--- config.mk ---
export PLATFORM = sky130hd
export DESIGN_NAME = stdin_rx
export DESIGN_NICKNAME = d
export VERILOG_FILES = /design/src/rtl/stdin_rx_pkg.sv /design/src/rtl/stdin_rx_sync_fifo.sv /design/src/rtl/stdin_rx.sv
export SDC_FILE = /design/constraint.sdc
export NUM_CORES = 1
export LEC_CHECK = 0
export ABC_CLOCK_PERIOD_IN_PS = 5400
export CAP_MARGIN = 25
export CORE_MARGIN = 5
export CORE_UTILIZATION = 30
export CTS_CLUSTER_SIZE = 12
export DETAILED_ROUTE_END_ITERATION = 10
export GPL_ROUTABILITY_DRIVEN = 0
export HOLD_SLACK_MARGIN = 0.15
export SYNTH_ARGS = -nofsm -noshare
export SYNTH_HDL_FRONTEND = slang
export SYNTH_SLANG_ARGS = --single-unit
--- constraint.sdc ---
create_clock -name clk -period 5.4 [get_ports clk]
set_clock_uncertainty 0.1 [all_clocks]
set_input_delay 1.35 -clock clk [delete_from_list [all_inputs] [get_ports clk]]
set_output_delay 1.35 -clock clk [all_outputs]
set_load 0.1 [all_outputs]
--- src/rtl/stdin_rx_pkg.sv ---
// Shared types and defaults for the stdin UART receiver path.
// Optional even-parity support is selected with STDIN_RX_PARITY_EN.
package stdin_rx_pkg;

  typedef enum logic [2:0] {
    S_IDLE   = 3'd0,
    S_START  = 3'd1,
    S_DATA   = 3'd2,
    S_PARITY = 3'd3,
    S_STOP   = 3'd4,
    S_BREAK  = 3'd5
  } rx_state_t;

  // 115200 baud from a 12 MHz clock
  localparam int BAUD_DEFAULT  = 104;
  localparam int DEPTH_DEFAULT = 16;

  // Even parity: data bits plus parity bit must XOR to zero.
  function automatic logic even_parity_err(input logic [7:0] data, input logic par_bit);
    return (^data) ^ par_bit;
  endfunction

endpackage

--- src/rtl/stdin_rx_sync_fifo.sv ---
// First-word-fall-through synchronous FIFO with pointer-plus-wrap-bit addressing.
// Reusable for buffering stdout ahead of uart_tx as well.
module sync_fifo #(
  parameter int DEPTH = 16,
  parameter int WIDTH = 8,
  parameter int CNT_W = $clog2(DEPTH) + 1
) (
  input  logic             clk,
  input  logic             rstn,
  input  logic             push,
  input  logic [WIDTH-1:0] push_data,
  input  logic             pop,
  output logic [WIDTH-1:0] rd_data,
  output logic             full,
  output logic             empty,
  output logic [CNT_W-1:0] count
);

  localparam int AW = $clog2(DEPTH);

  logic [AW:0]      wr_ptr;
  logic [AW:0]      rd_ptr;
  logic [WIDTH-1:0] mem [DEPTH];
  logic             pop_ok;
  logic             push_ok;

  assign empty   = (wr_ptr == rd_ptr);
  assign full    = (wr_ptr[AW-1:0] == rd_ptr[AW-1:0]) && (wr_ptr[AW] != rd_ptr[AW]);
  assign pop_ok  = pop && !empty;
  // A full FIFO still accepts a byte when the head leaves in the same cycle.
  assign push_ok = push && (!full || pop_ok);
  assign rd_data = mem[rd_ptr[AW-1:0]];
  assign count   = wr_ptr - rd_ptr;

  always_ff @(posedge clk or negedge rstn) begin
    if (!rstn) begin
      wr_ptr <= '0;
      rd_ptr <= '0;
      for (int i = 0; i < DEPTH; i++) begin
        mem[i] <= '0;
      end
    end else begin
      if (push_ok) begin
        mem[wr_ptr[AW-1:0]] <= push_data;
        wr_ptr              <= wr_ptr + 1'b1;
      end
      if (pop_ok) begin
        rd_ptr <= rd_ptr + 1'b1;
      end
    end
  end

endmodule

--- src/rtl/stdin_rx.sv ---
// UART receiver (8N1, or 8E1 when STDIN_RX_PARITY_EN is defined) feeding a
// byte FIFO that supplies the Brainfuck core's ',' instruction.
module stdin_rx
  import stdin_rx_pkg::*;
#(
  parameter int BAUD  = BAUD_DEFAULT,
  parameter int DEPTH = DEPTH_DEFAULT,
  parameter int CNT_W = $clog2(DEPTH) + 1
) (
  input  logic             clk,
  input  logic             rstn,
  input  logic             rx,
  input  logic             rd_en,
  output logic [7:0]       rd_data,
  output logic             rd_valid,
  output logic [CNT_W-1:0] count,
  output logic             frame_err,
  output logic             overrun,
  output logic             busy
);

  localparam int CW = $clog2(BAUD);
  localparam logic [CW-1:0] HALF_LOAD = CW'(BAUD / 2 - 1);
  localparam logic [CW-1:0] FULL_LOAD = CW'(BAUD - 1);

  rx_state_t     state;
  logic [CW-1:0] cnt;
  logic [2:0]    idx;
  logic [7:0]    shreg;
  logic          par_err;
  logic          rx_meta;
  logic          rx_s;
  logic          push;
  logic          fifo_full;
  logic          fifo_empty;

  // Two-flop synchronizer, preset to the idle line level.
  always_ff @(posedge clk or negedge rstn) begin
    if (!rstn) begin
      rx_meta <= 1'b1;
      rx_s    <= 1'b1;
    end else begin
      rx_meta <= rx;
      rx_s    <= rx_meta;
    end
  end

  assign push     = (state == S_STOP) && (cnt == '0) && rx_s && !par_err;
  assign rd_valid = !fifo_empty;
  assign busy     = (state != S_IDLE);

  // Receive FSM with mid-bit sampling and registered error pulses.
  always_ff @(posedge clk or negedge rstn) begin
    if (!rstn) begin
      state     <= S_IDLE;
      cnt       <= '0;
      idx       <= 3'd0;
      shreg     <= 8'h00;
      par_err   <= 1'b0;
      frame_err <= 1'b0;
      overrun   <= 1'b0;
    end else begin
      frame_err <= 1'b0;
      overrun   <= push && fifo_full && !(rd_en && rd_valid);
      case (state)
        S_IDLE: begin
          if (!rx_s) begin
            state   <= S_START;
            cnt     <= HALF_LOAD;
            par_err <= 1'b0;
          end
        end
        S_START: begin
          if (cnt == '0) begin
            if (!rx_s) begin
              state <= S_DATA;
              cnt   <= FULL_LOAD;
              idx   <= 3'd0;
            end else begin
              state <= S_IDLE;
            end
          end else begin
            cnt <= cnt - 1'b1;
          end
        end
        S_DATA: begin
          if (cnt == '0) begin
            shreg[idx] <= rx_s;
            cnt        <= FULL_LOAD;
            idx        <= idx + 3'd1;
            if (idx == 3'd7) begin
`ifdef STDIN_RX_PARITY_EN
              state <= S_PARITY;
`else
              state <= S_STOP;
`endif
            end
          end else begin
            cnt <= cnt - 1'b1;
          end
        end
        S_PARITY: begin
          if (cnt == '0) begin
            par_err <= even_parity_err(shreg, rx_s);
            state   <= S_STOP;
            cnt     <= FULL_LOAD;
          end else begin
            cnt <= cnt - 1'b1;
          end
        end
        S_STOP: begin
          if (cnt == '0) begin
            // A bad stop bit wins over a bad parity bit: one pulse either way.
            if (rx_s) begin
              frame_err <= par_err;
              state     <= S_IDLE;
            end else begin
              frame_err <= 1'b1;
              state     <= S_BREAK;
            end
          end else begin
            cnt <= cnt - 1'b1;
          end
        end
        S_BREAK: begin
          if (rx_s) begin
            state <= S_IDLE;
          end
        end
        default: begin
          state <= S_IDLE;
        end
      endcase
    end
  end

  sync_fifo #(
    .DEPTH (DEPTH),
    .WIDTH (8),
    .CNT_W (CNT_W)
  ) u_fifo (
    .clk       (clk),
    .rstn      (rstn),
    .push      (push),
    .push_data (shreg),
    .pop       (rd_en),
    .rd_data   (rd_data),
    .full      (fifo_full),
    .empty     (fifo_empty),
    .count     (count)
  );

endmodule
[Word-level counts from Yosys, hierarchy flattened]
Index checks and enable logic that the tools add are counted.
Operators by class
  add/subtract/negate cells: 5
  $lt $le $gt $ge: 5
  equal/unequal tests: 19
  mux-type cells: 35
  bitwise gates (word level): 3
  reductions and logical operators: 28
Operator list (number)
  128-bit bitwise mux: 1
  7-bit two-way mux: 5
  3-bit two-way mux: 11
  8-bit binary-select mux with 4-bit select: 1
  8-bit demux with 4-bit select: 1
  7-bit case mux with 4 select lines: 1
  8-bit two-way mux: 3
  3-bit case mux with 6 select lines: 1
  2-bit inequality test (second input constant): 8
  5-bit by 1-bit adder with 5-bit output (second input constant): 2
  5-bit greater-or-equal comparator (second input constant): 2
  1-bit logical AND: 10
  4-bit NOT with 5-bit output: 2
  3-bit equality test (second input constant): 3
  8-bit bitwise mux: 1
  4-bit AND reduction: 2
  8-bit XOR reduction: 1
  7-bit logical NOT: 1
  7-bit AND reduction: 1
  7-bit by 1-bit subtractor with 7-bit output (second input constant): 1
  3-bit by 2-bit equality test with 1-bit output (second input constant): 2
  1-bit two-way mux: 6
  3-bit case mux with 2 select lines: 1
  5-bit equality test: 1
  other kinds (23): 27
Storage, ports and cells
  register bits: 164
  input port bits: 4
  output and inout port bits: 17
  logic and storage cells: 122

[Depth between registers and ports, before layout]
Gate-level depths: netlist of the first run.
  word-level depth: 6
  gate-level depth with buffers: 11
  mapped depth without buffers: 7

[Cells and area by module]
A second synthesis of the first run with hierarchy kept.
Second synthesis, totals
  cell total of the unflattened synthesis: 593
  area total of the unflattened synthesis: 8172.8 um2
Modules (own cells, without submodules)
  sync_fifo: instances 1, cells an instance 439, area an instance 6622.6 um2, sequential area each 3453.3 um2
  stdin_rx: instances 1, cells an instance 154, area an instance 1550.2 um2, sequential area each 653.1 um2

[Worst setup path before layout of the first run]
Ideal clock, no wire load.
  kind: register -> output
  from: register u_fifo.rd_ptr[0]
  to: output port rd_data[0]
  arrival: 3.445 ns
  required time: 3.950 ns
  setup slack: 0.505 ns
  stages on the path, launching flop included: 7
  path buffers: 3
  cell sequence: dfrtp_1 > buf_2 > buf_1 > buf_2 > mux4_2 > nand2_1 > a31oi_1
Between the ends
  cells in the longest elaborated chain, start to end: 4
Ends and longest elaborated chain
  start: declaration: RTL line stdin_rx_sync_fifo.sv:22  | logic [AW:0] rd_ptr;
  start signal: assignment: RTL line stdin_rx_sync_fifo.sv:48  | rd_ptr <= rd_ptr + 1'b1;
  4-bit NOT with 5-bit output (implied by the code): RTL line stdin_rx_sync_fifo.sv:32  | assign rd_data = mem[rd_ptr[AW-1:0]];
  8-bit binary-select mux with 4-bit select: RTL line stdin_rx_sync_fifo.sv:32
  8-bit two-way mux (implied by the code) (2 in series): RTL line stdin_rx_sync_fifo.sv:32
  end: declaration: RTL line stdin_rx.sv:14  | output logic [7:0] rd_data,
Every way passes these cells. The select of a mux whose other input is x is not followed.

[Worst setup path in the final report of the first run]
  from: register u_fifo.rd_ptr[0]
  to: output port count[0]
Between the ends
  cells in the longest elaborated chain, start to end: 1
Ends and longest elaborated chain
  5-bit subtractor: RTL line stdin_rx_sync_fifo.sv:33  | assign count = wr_ptr - rd_ptr;
  end: declaration: RTL line stdin_rx.sv:16  | output logic [CNT_W-1:0] count,
Every way passes these cells.

==> results of run 1 <==
## cell usage in the layout (no fill, tap or decap), types with 9 or more instances in the layout
cell type  Yosys  layout
mux4_2        32      32
buf_4          5      20
mux2_2       112     112
ha_1          13      13
o21ai_0        9       9
a31oi_1       11      11
nand2_1       45      45
dfrtp_1      162     161
nor2_1        14      14
inv_1         12      12
mux2_4        24      24
clkbuf_16      0      17
xnor2_1       18      18
and3_1         9       9
## power breakdown
part	total, mW	internal (mW)	leakage, nW	switching [mW]
Clock	1.33	0.807	0.316	0.519
Combinational	1.13	0.293	1.76	0.834
Sequential	1.30	1.25	2.25	0.0457
## stage by stage
step / worst slack [ns] / hold slack (ns)
after global placement: 1.66 / 0.246
after CTS: 1.23 / 0.260
after floorplan: 0.505 / 0.245
after detailed placement: 1.65 / 0.250
after global routing: 1.14 / 0.266
final: 1.29 / 0.259
## sequential cells by signal (all words and copies together) (netlist names), 3 cells and up
name / flops
u_fifo.mem: 128
shreg: 8
cnt: 7
u_fifo.rd_ptr: 5
u_fifo.wr_ptr: 5
idx: 3
state: 3
## final timing paths
check	end	slack [ns]	cells after the start
setup / recovery	count[0]	1.29	3
max in group asynchronous	u_fifo.mem[2]$_DFFE_PN0P_	3.26	2
setup reg to reg	u_fifo.mem[7]$_DFFE_PN0P_	1.80	8
min in group asynchronous	cnt[5]$_DFFE_PN0P_	0.87	1
hold reg to reg	rx_s$_DFF_PN1_	0.26	0
hold / removal	rx_s$_DFF_PN1_	0.26	0
## final cells by class
cell class                 instances  area, µm²  share of cell area
sequential                       164       4110               0.443
multi-input combinational        380       3800               0.410
clock buffer                      19        453              0.0488
tap                              341        427              0.0460
timing repair buffer              28        241              0.0260
clock inverter                    13        193              0.0208
inverter                          14       52.6             0.00566
## kinds of logic (layout without fill, tap and decap cells)
kind of cell,count (synthesis),after routing,share of synthesized area
flops,164,164,0.499
compound gates,45,45,0.0356
xor+xnor,21,21,0.0224
fa+ha+maj,14,14,0.0222
buf+inv,59,74,0.0385
mux,171,171,0.288
simple gates,129,129,0.0938
## routing by layer
| metal | part of all wire | global-route usage | vias to the layer above |
|---|---|---|---|
| li1 | - | - | 2192 |
| met1 | 0.47 | 0.164 | 2519 |
| met2 | 0.48 | 0.197 | 65 |
| met3 | 0.037 | 0.0297 | 12 |
| met4 | 0.013 | 0.0325 | 0 |
| met5 | 0 | 0 | - |
==> results.cfg, run 1 <==
[placement]
io_buffers = 20
hpwl_um = 11300
dp_cells = 927
post_dp_cell_area_um2 = 8630

[route]
vias = 4788
remaining_drc_errors = 0
drt_pre_antenna_iters = 4
vias_per_cell = 4.99
wirelength_um = 17900
routedWlPerCell_um = 18.7
antenna_left = 0
drt_iter0_drc = 289

[global_route]
grt-ovfl-total = 0
antenna_found_initial = 0
grt_pass1_wl_um = 29100
grt_usage = 0.122
grt_pass1_vias = 5053
grt_start_max_net_pins = 86

[clock_network]
clockBufferDepth = 2
cts_tree = done
clock_latency_ns = 0.43
cts_buffers = 17
htree_levels = 4
cts_sinks = 164
clkSlewWorstSetupHoldPaths_ns = 0.06
cts-hold-fix-buffers = 0
cts_root_buf = clkbuf_16
cts_setup_buffers = 0
cts_resized = 0

[worst_setup_path]
cpPeakStageDelay_ns = 1.12
critPathLaunchType = flip-flop
critical_path_required_ns = 3.95
cp-startpoint = u_fifo.rd_ptr[0]$_DFFE_PN0P_
critPathSlowestCell = clkdlybuf4s50_1
arrival_ns = 2.66
worstSetupPathType = flip-flop to primary output
crit_path_end_kind = primary output
path_cells = ha_1, inv_1, clkdlybuf4s50_1
critical_path.max_fanout = 15
worst_r2r_startpoint = cnt[0]$_DFFE_PN0P_
worstPathBufferInverterCount = 2
critPathTopFamily = buffers and inverters

[yosys]
async_reset_ff_frac = 1.00
synth_largest_area_cell = dfrtp_1
synth-main-ff-cell = dfrtp_1
synth-edff-count = 0
synth_warnings = 0
synth_top_area_share = 0.493
syn_avg_cell_area_um2 = 13.6
syn_inst = 603
synth_cell_types = 62
synth.most_common_cell = dfrtp_1
ys_top_cells_by_count = 162 x dfrtp_1, 112 x mux2_2, 45 x nand2_1
ys_seq_area_frac = 0.499
ys_top_cells_by_area = dfrtp_1 49%, mux2_2 15%, mux4_2 8.8%
synth_nets = 621
netlist_area_um2 = 8230
ys_ff_latch = 164

[finish]
postLayoutCellArea_um2 = 9280
nets = 623
fillers = 2597
diodes = 0
post-route-util = 0.344
fin_cells = 959
area_growth_pct = 12.8
drive_gt1_frac = 0.403

[sta]
min_period_ns = 4.11
fin_setup_tns_ns = 0
worst_pin_slew_ns = 0.968
rsz0062_at_grt = false
finalCritPeriodShare = 0.761
hold_viol = 0
timing.fmax_mhz = 243
slew_violations = 0
setup_viol = 0
maxSlewHeadroom = 0.352

[floorplanning]
ios = 21
rows = 60
dieArea_um2 = 30800
core_um2 = 27000
die_h_um = 176
initial_core_util = 0.305
die_w_um = 176

[hold_path]
hp-start = rx_meta$_DFF_PN1_
hp-class = flip-flop to flip-flop

[power]
peakVddDrop_mv = 0.250
p_per_area_nw_per_um2 = 404
finalPower_mw = 3.75
p_leak_nw = 4.33

[outcome]
status = finished, final reports clean

[flow_run]
drv_cap = 0
Power figures use the tool's default switching activity.
==> run 2: changes to the inputs <==
Settings changed: ABC_CLOCK_PERIOD_IN_PS 5400 to 4300.
Clock period 5.4 ns to 4.3 ns, I/O delays scaled along.
==> results.cfg, run 2 (same netlist as run 1, synthesis figures left out) <==
[worst_setup_path]
reg2reg_depth = 8
cpPeakStageDelay_ns = 0.55
critical_path.max_fanout = 9
worstSetupPathType = flip-flop to primary output
cp-startpoint = u_fifo.rd_ptr[2]$_DFFE_PN0P_
path_cells = clkinv_1, ha_1, a21o_1, a21oi_1, xnor2_2, buf_12
crit_path_end_kind = primary output
arrival_ns = 2.53
critPathSlowestCell = ha_1
critPathLaunchType = flip-flop
critical_path_required_ns = 3.12
worst_r2r_startpoint = cnt[0]$_DFFE_PN0P_
worstPathBufferInverterCount = 2
r2r_setup_slack_ns = 0.88
critPathTopFamily = buffers and inverters
r2r-end = u_fifo.mem[35]$_DFFE_PN0P_

[finish]
largest_reg_flops = 128
final_cell_mix = 161 x dfrtp_1, 112 x mux2_2, 45 x nand2_1
final_common_cell = dfrtp_1
largest-register = u_fifo.mem
drive_gt1_frac = 0.426
biggestRegsByFlops = u_fifo.mem (128), shreg (8), cnt (7)
fin_cells = 963
nets = 627
diodes = 0
postLayoutCellArea_um2 = 9470
fillers = 2559
area_growth_pct = 15.1
post-route-util = 0.351

[placement]
dp_cells = 931
hpwl_um = 11300
post_dp_cell_area_um2 = 8830
post-place-ws_ns = 0.899
io_buffers = 20

[route]
antenna_left = 0
drt_iter0_drc = 261
drt_pre_antenna_iters = 4
routedWlPerCell_um = 19.1
vias_per_cell = 5.02
wirelength_um = 18400
vias = 4832
remaining_drc_errors = 0

[floorplanning]
rows = 60
dieArea_um2 = 30800
die_w_um = 176
core_um2 = 27000
die_h_um = 176
ios = 21
initial_core_util = 0.305

[clock_network]
cts-hold-fix-buffers = 0
clockBufferDepth = 2
cts_setup_buffers = 0
htree_levels = 4
cts_resized = 0
clkSlewWorstSetupHoldPaths_ns = 0.07
cts_buffers = 17
cts_sinks = 164
clock_latency_ns = 0.43
cts_tree = done
cts_root_buf = clkbuf_16

[outcome]
status = finished, final reports clean

[sta]
whs_ns = 0.257
min_period_ns = 3.71
fin_setup_tns_ns = 0
setup_viol = 0
worst_pin_slew_ns = 0.972
timing.final.ws_setup_ns = 0.593
maxSlewHeadroom = 0.350
timing.fmax_mhz = 270
rsz0062_at_grt = false
hold_viol = 0
slew_violations = 0
finalCritPeriodShare = 0.862

[global_route]
grt-ovfl-total = 0
grt_pass1_wl_um = 29800
grt_start_max_net_pins = 76
grt_pass1_vias = 5108
antenna_found_initial = 0
grt_usage = 0.126

[power]
peakVddDrop_mv = 0.378
p_per_area_nw_per_um2 = 515
finalPower_mw = 4.88
p_leak_nw = 4.40

[hold_path]
min_path_cells = 0
worstHoldEndpoint = rx_s$_DFF_PN1_
hp-start = rx_meta$_DFF_PN1_
hp-class = flip-flop to flip-flop

[flow_run]
drv_cap = 0
-- run 2: cell types whose count changed in the layout (fill, tap and decap cells not counted), sizes merged --
cell           delta
clkdlybuf4s50     -1
clkinv            +1
buf               +5
clkbuf            -1
-- run 2: worst register-to-register path: stages, from the launching register on --
cell     delay (ns)
dfrtp_1        0.40
inv_1          0.09
ha_1           0.15
or4b_4         0.48
or4_4          0.53
nor2_2         0.52
buf_4          0.28
and3_2         0.38
mux2_2         0.38
-- run 2: final cells by class --
class / instances / area [µm²] / share of cell area
timing repair buffer: 32 / 369 / 0.0390
inverter: 14 / 52.6 / 0.00555
multi-input combinational: 380 / 3880 / 0.409
clock buffer: 18 / 439 / 0.0464
sequential: 164 / 4110 / 0.434
clock inverter: 14 / 198 / 0.0209
tap: 341 / 427 / 0.0451
-- run 2: worst max-delay path by stage --
| stage | to | cells after the start |
|---|---|---|
| CTS | count[4] | 6 |
| finish | count[4] | 6 |
| floorplan | count[4] | 7 |
| global placement | u_fifo.mem[37]$_DFFE_PN0P_ | 8 |
| global route | count[4] | 6 |
| detailed placement | u_fifo.mem[38]$_DFFE_PN0P_ | 8 |
-- run 2: routing by layer --
layer	share of wire	GRT usage
met1	0.48	0.170
met2	0.48	0.203
met3	0.032	0.0308
met4	0.011	0.0325
met5	0	0
-- run 2: power by group --
part	internal, mW	switching, mW
combinational	0.512	1.11
clock	0.996	0.659
sequential	1.57	0.0365
total	3.08	1.80
==> run 3: changes to the inputs <==
Settings changed: MAX_ROUTING_LAYER set to met4, SYNTH_HIERARCHICAL set to 1.
==> results.cfg, run 3 <==
[outcome]
status = finished, final reports clean

[clock_network]
cts_tree = done
clockBufferDepth = 2
clock_latency_ns = 0.43
htree_levels = 4
cts_sinks = 164
cts-hold-fix-buffers = 0
cts_root_buf = clkbuf_16
cts_resized = 0
clkSlewWorstSetupHoldPaths_ns = 0.06
cts_setup_buffers = 0
cts_buffers = 17

[yosys]
synth_top_area_share = 0.496
ys_top_cells_by_area = dfrtp_1 50%, mux2_2 19%, mux4_2 6.6%
ys_seq_area_frac = 0.502
synth_nets = 611
ys_top_cells_by_count = 162 x dfrtp_1, 135 x mux2_2, 27 x mux2i_1
synth-main-ff-cell = dfrtp_1
ys_ff_latch = 164
async_reset_ff_frac = 1.00
netlist_area_um2 = 8170
synth_warnings = 6
syn_inst = 593
synth_cell_types = 62
synth-edff-count = 0
synth.most_common_cell = dfrtp_1
syn_avg_cell_area_um2 = 13.8
synth_largest_area_cell = dfrtp_1

[floorplanning]
core_um2 = 26900
die_w_um = 175
ios = 21
dieArea_um2 = 30600
rows = 60
die_h_um = 175
initial_core_util = 0.304

[sta]
setup_viol = 0
rsz0062_at_grt = false
maxSlewHeadroom = 0.344
timing.final.ws_setup_ns = 0.530
fin_setup_tns_ns = 0
slew_violations = 0
hold_viol = 0
min_period_ns = 3.77
whs_ns = 0.257
worst_pin_slew_ns = 0.981
finalCritPeriodShare = 0.877
timing.fmax_mhz = 265

[finish]
largest_reg_flops = 128
biggestRegsByFlops = u_fifo/mem (128), shreg (8), cnt (7)
multi_input_area_um2 = 3870
postLayoutCellArea_um2 = 9390
diodes = 0
area_growth_pct = 14.8
largest-register = u_fifo/mem
nets = 622
fillers = 2607
final_common_cell = dfrtp_1
final-seq-area_um2 = 4110
drive_gt1_frac = 0.397
final_cell_mix = 161 x dfrtp_1, 135 x mux2_2, 27 x mux2i_1

[placement]
post-place-ws_ns = 0.936
post_dp_cell_area_um2 = 8790
hpwl_um = 11600
io_buffers = 20

[power]
power.share.clock = 0.324
p_leak_nw = 4.38
power.internal_mw = 2.96
comb_power_share = 0.338
swShare = 0.383
pwr-share-seq = 0.337
finalPower_mw = 4.81
p_sw_mw = 1.84
peakVddDrop_mv = 0.357
p_per_area_nw_per_um2 = 512

[worst_setup_path]
critical_path.max_fanout = 18
crit_path_end_kind = primary output
r2r_setup_slack_ns = 0.93
path_cells = buf_4, ha_1, inv_1, fa_1, a21o_1, a21oi_1, xnor2_2, buf_12
worstSetupPathType = flip-flop to primary output
critPathSlowestCell = fa_1
critPathLaunchType = flip-flop
critPathTopFamily = adder cells
critical_path_required_ns = 3.12
cpPeakStageDelay_ns = 0.43
arrival_ns = 2.60
worstPathBufferInverterCount = 3

[global_route]
antenna_found_initial = 0
grt_start_max_net_pins = 92
grt_pass1_wl_um = 29000
grt-ovfl-total = 0
grt_pass1_vias = 4964
grt_usage = 0.125

[route]
drt_iter0_drc = 272
remaining_drc_errors = 0
drt_pre_antenna_iters = 5
vias = 4745
wirelength_um = 17700
routedWlPerCell_um = 18.5
vias_per_cell = 4.95
antenna_left = 0

[flow_run]
drv_cap = 0

[hold_path]
hp-class = flip-flop to flip-flop
==> run 3: path summary, 6_finish.rpt <==
check,from,endpoint,depth (start not counted)
worst max-delay path,u_fifo/rd_ptr[0]$_DFFE_PN0P_,count[4],8
worst min-delay path,rx_meta$_DFF_PN1_,rx_s$_DFF_PN1_,0
worst max register to register,cnt[0]$_DFFE_PN0P_,u_fifo/mem[3]$_DFFE_PN0P_,9
worst min register to register,rx_meta$_DFF_PN1_,rx_s$_DFF_PN1_,0
max in group asynchronous,rstn,rx_meta$_DFF_PN1_,2
min in group asynchronous,rstn,u_fifo/mem[70]$_DFFE_PN0P_,1
==> run 3: logic make-up after synthesis <==
kind of cell | after synthesis | synth area share
buffers and inverters | 51 | 0.0271
AO/OA/AOI/OAI | 62 | 0.0513
XOR/XNOR | 20 | 0.0231
flip-flops | 164 | 0.502
adder cells (fa/ha/maj) | 14 | 0.0224
AND/OR/NAND/NOR | 94 | 0.0857
multiplexers | 188 | 0.288
==> run 3: metrics by stage <==
stage,util,std cells
final,0.349,958
after global routing,0.349,958
after CTS,0.349,958
after detailed placement,0.327,926
after global placement,0.327,926
after floorplan,-,593
==> run 3: cell type report <==
cell class,count,share of cell area
Sequential cell,164,0.438
Multi-Input combinational cell,378,0.412
Clock buffer,20,0.0487
Tap cell,341,0.0455
Timing Repair Buffer,29,0.0353
Clock inverter,12,0.0153
Inverter,14,0.00560
==> run 3: worst reg2reg max path, cell delays in order (launching register included) <==
cell	delay, ns
dfrtp_1	0.41
inv_1	0.09
ha_1	0.15
nor4b_1	0.55
nand2_1	0.21
nor4_1	0.29
buf_4	0.21
and2_1	0.42
nand4_2	0.40
mux2_2	0.41
==> run 3: power by group through the flow <==
| stage | logic (mW) | registers [mW] | clock network, mW |
|---|---|---|---|
| global placement | 1.66 | 1.64 | 0 |
| detailed placement | 1.65 | 1.65 | 0 |
| CTS | 1.66 | 1.62 | 1.59 |
| floorplan | 1.22 | 1.61 | 0 |
| global route | 1.70 | 1.62 | 1.67 |
| finish | 1.63 | 1.62 | 1.56 |
==> run 3: layer usage <==
metal / GRT usage / vias up / wire (µm)
met1: 0.171 / 2447 / 8760
met2: 0.185 / 58 / 8200
li1: - / 2224 / -
met3: 0.0322 / 16 / 505
met5: - / - / 0
met4: 0.0321 / 0 / 244
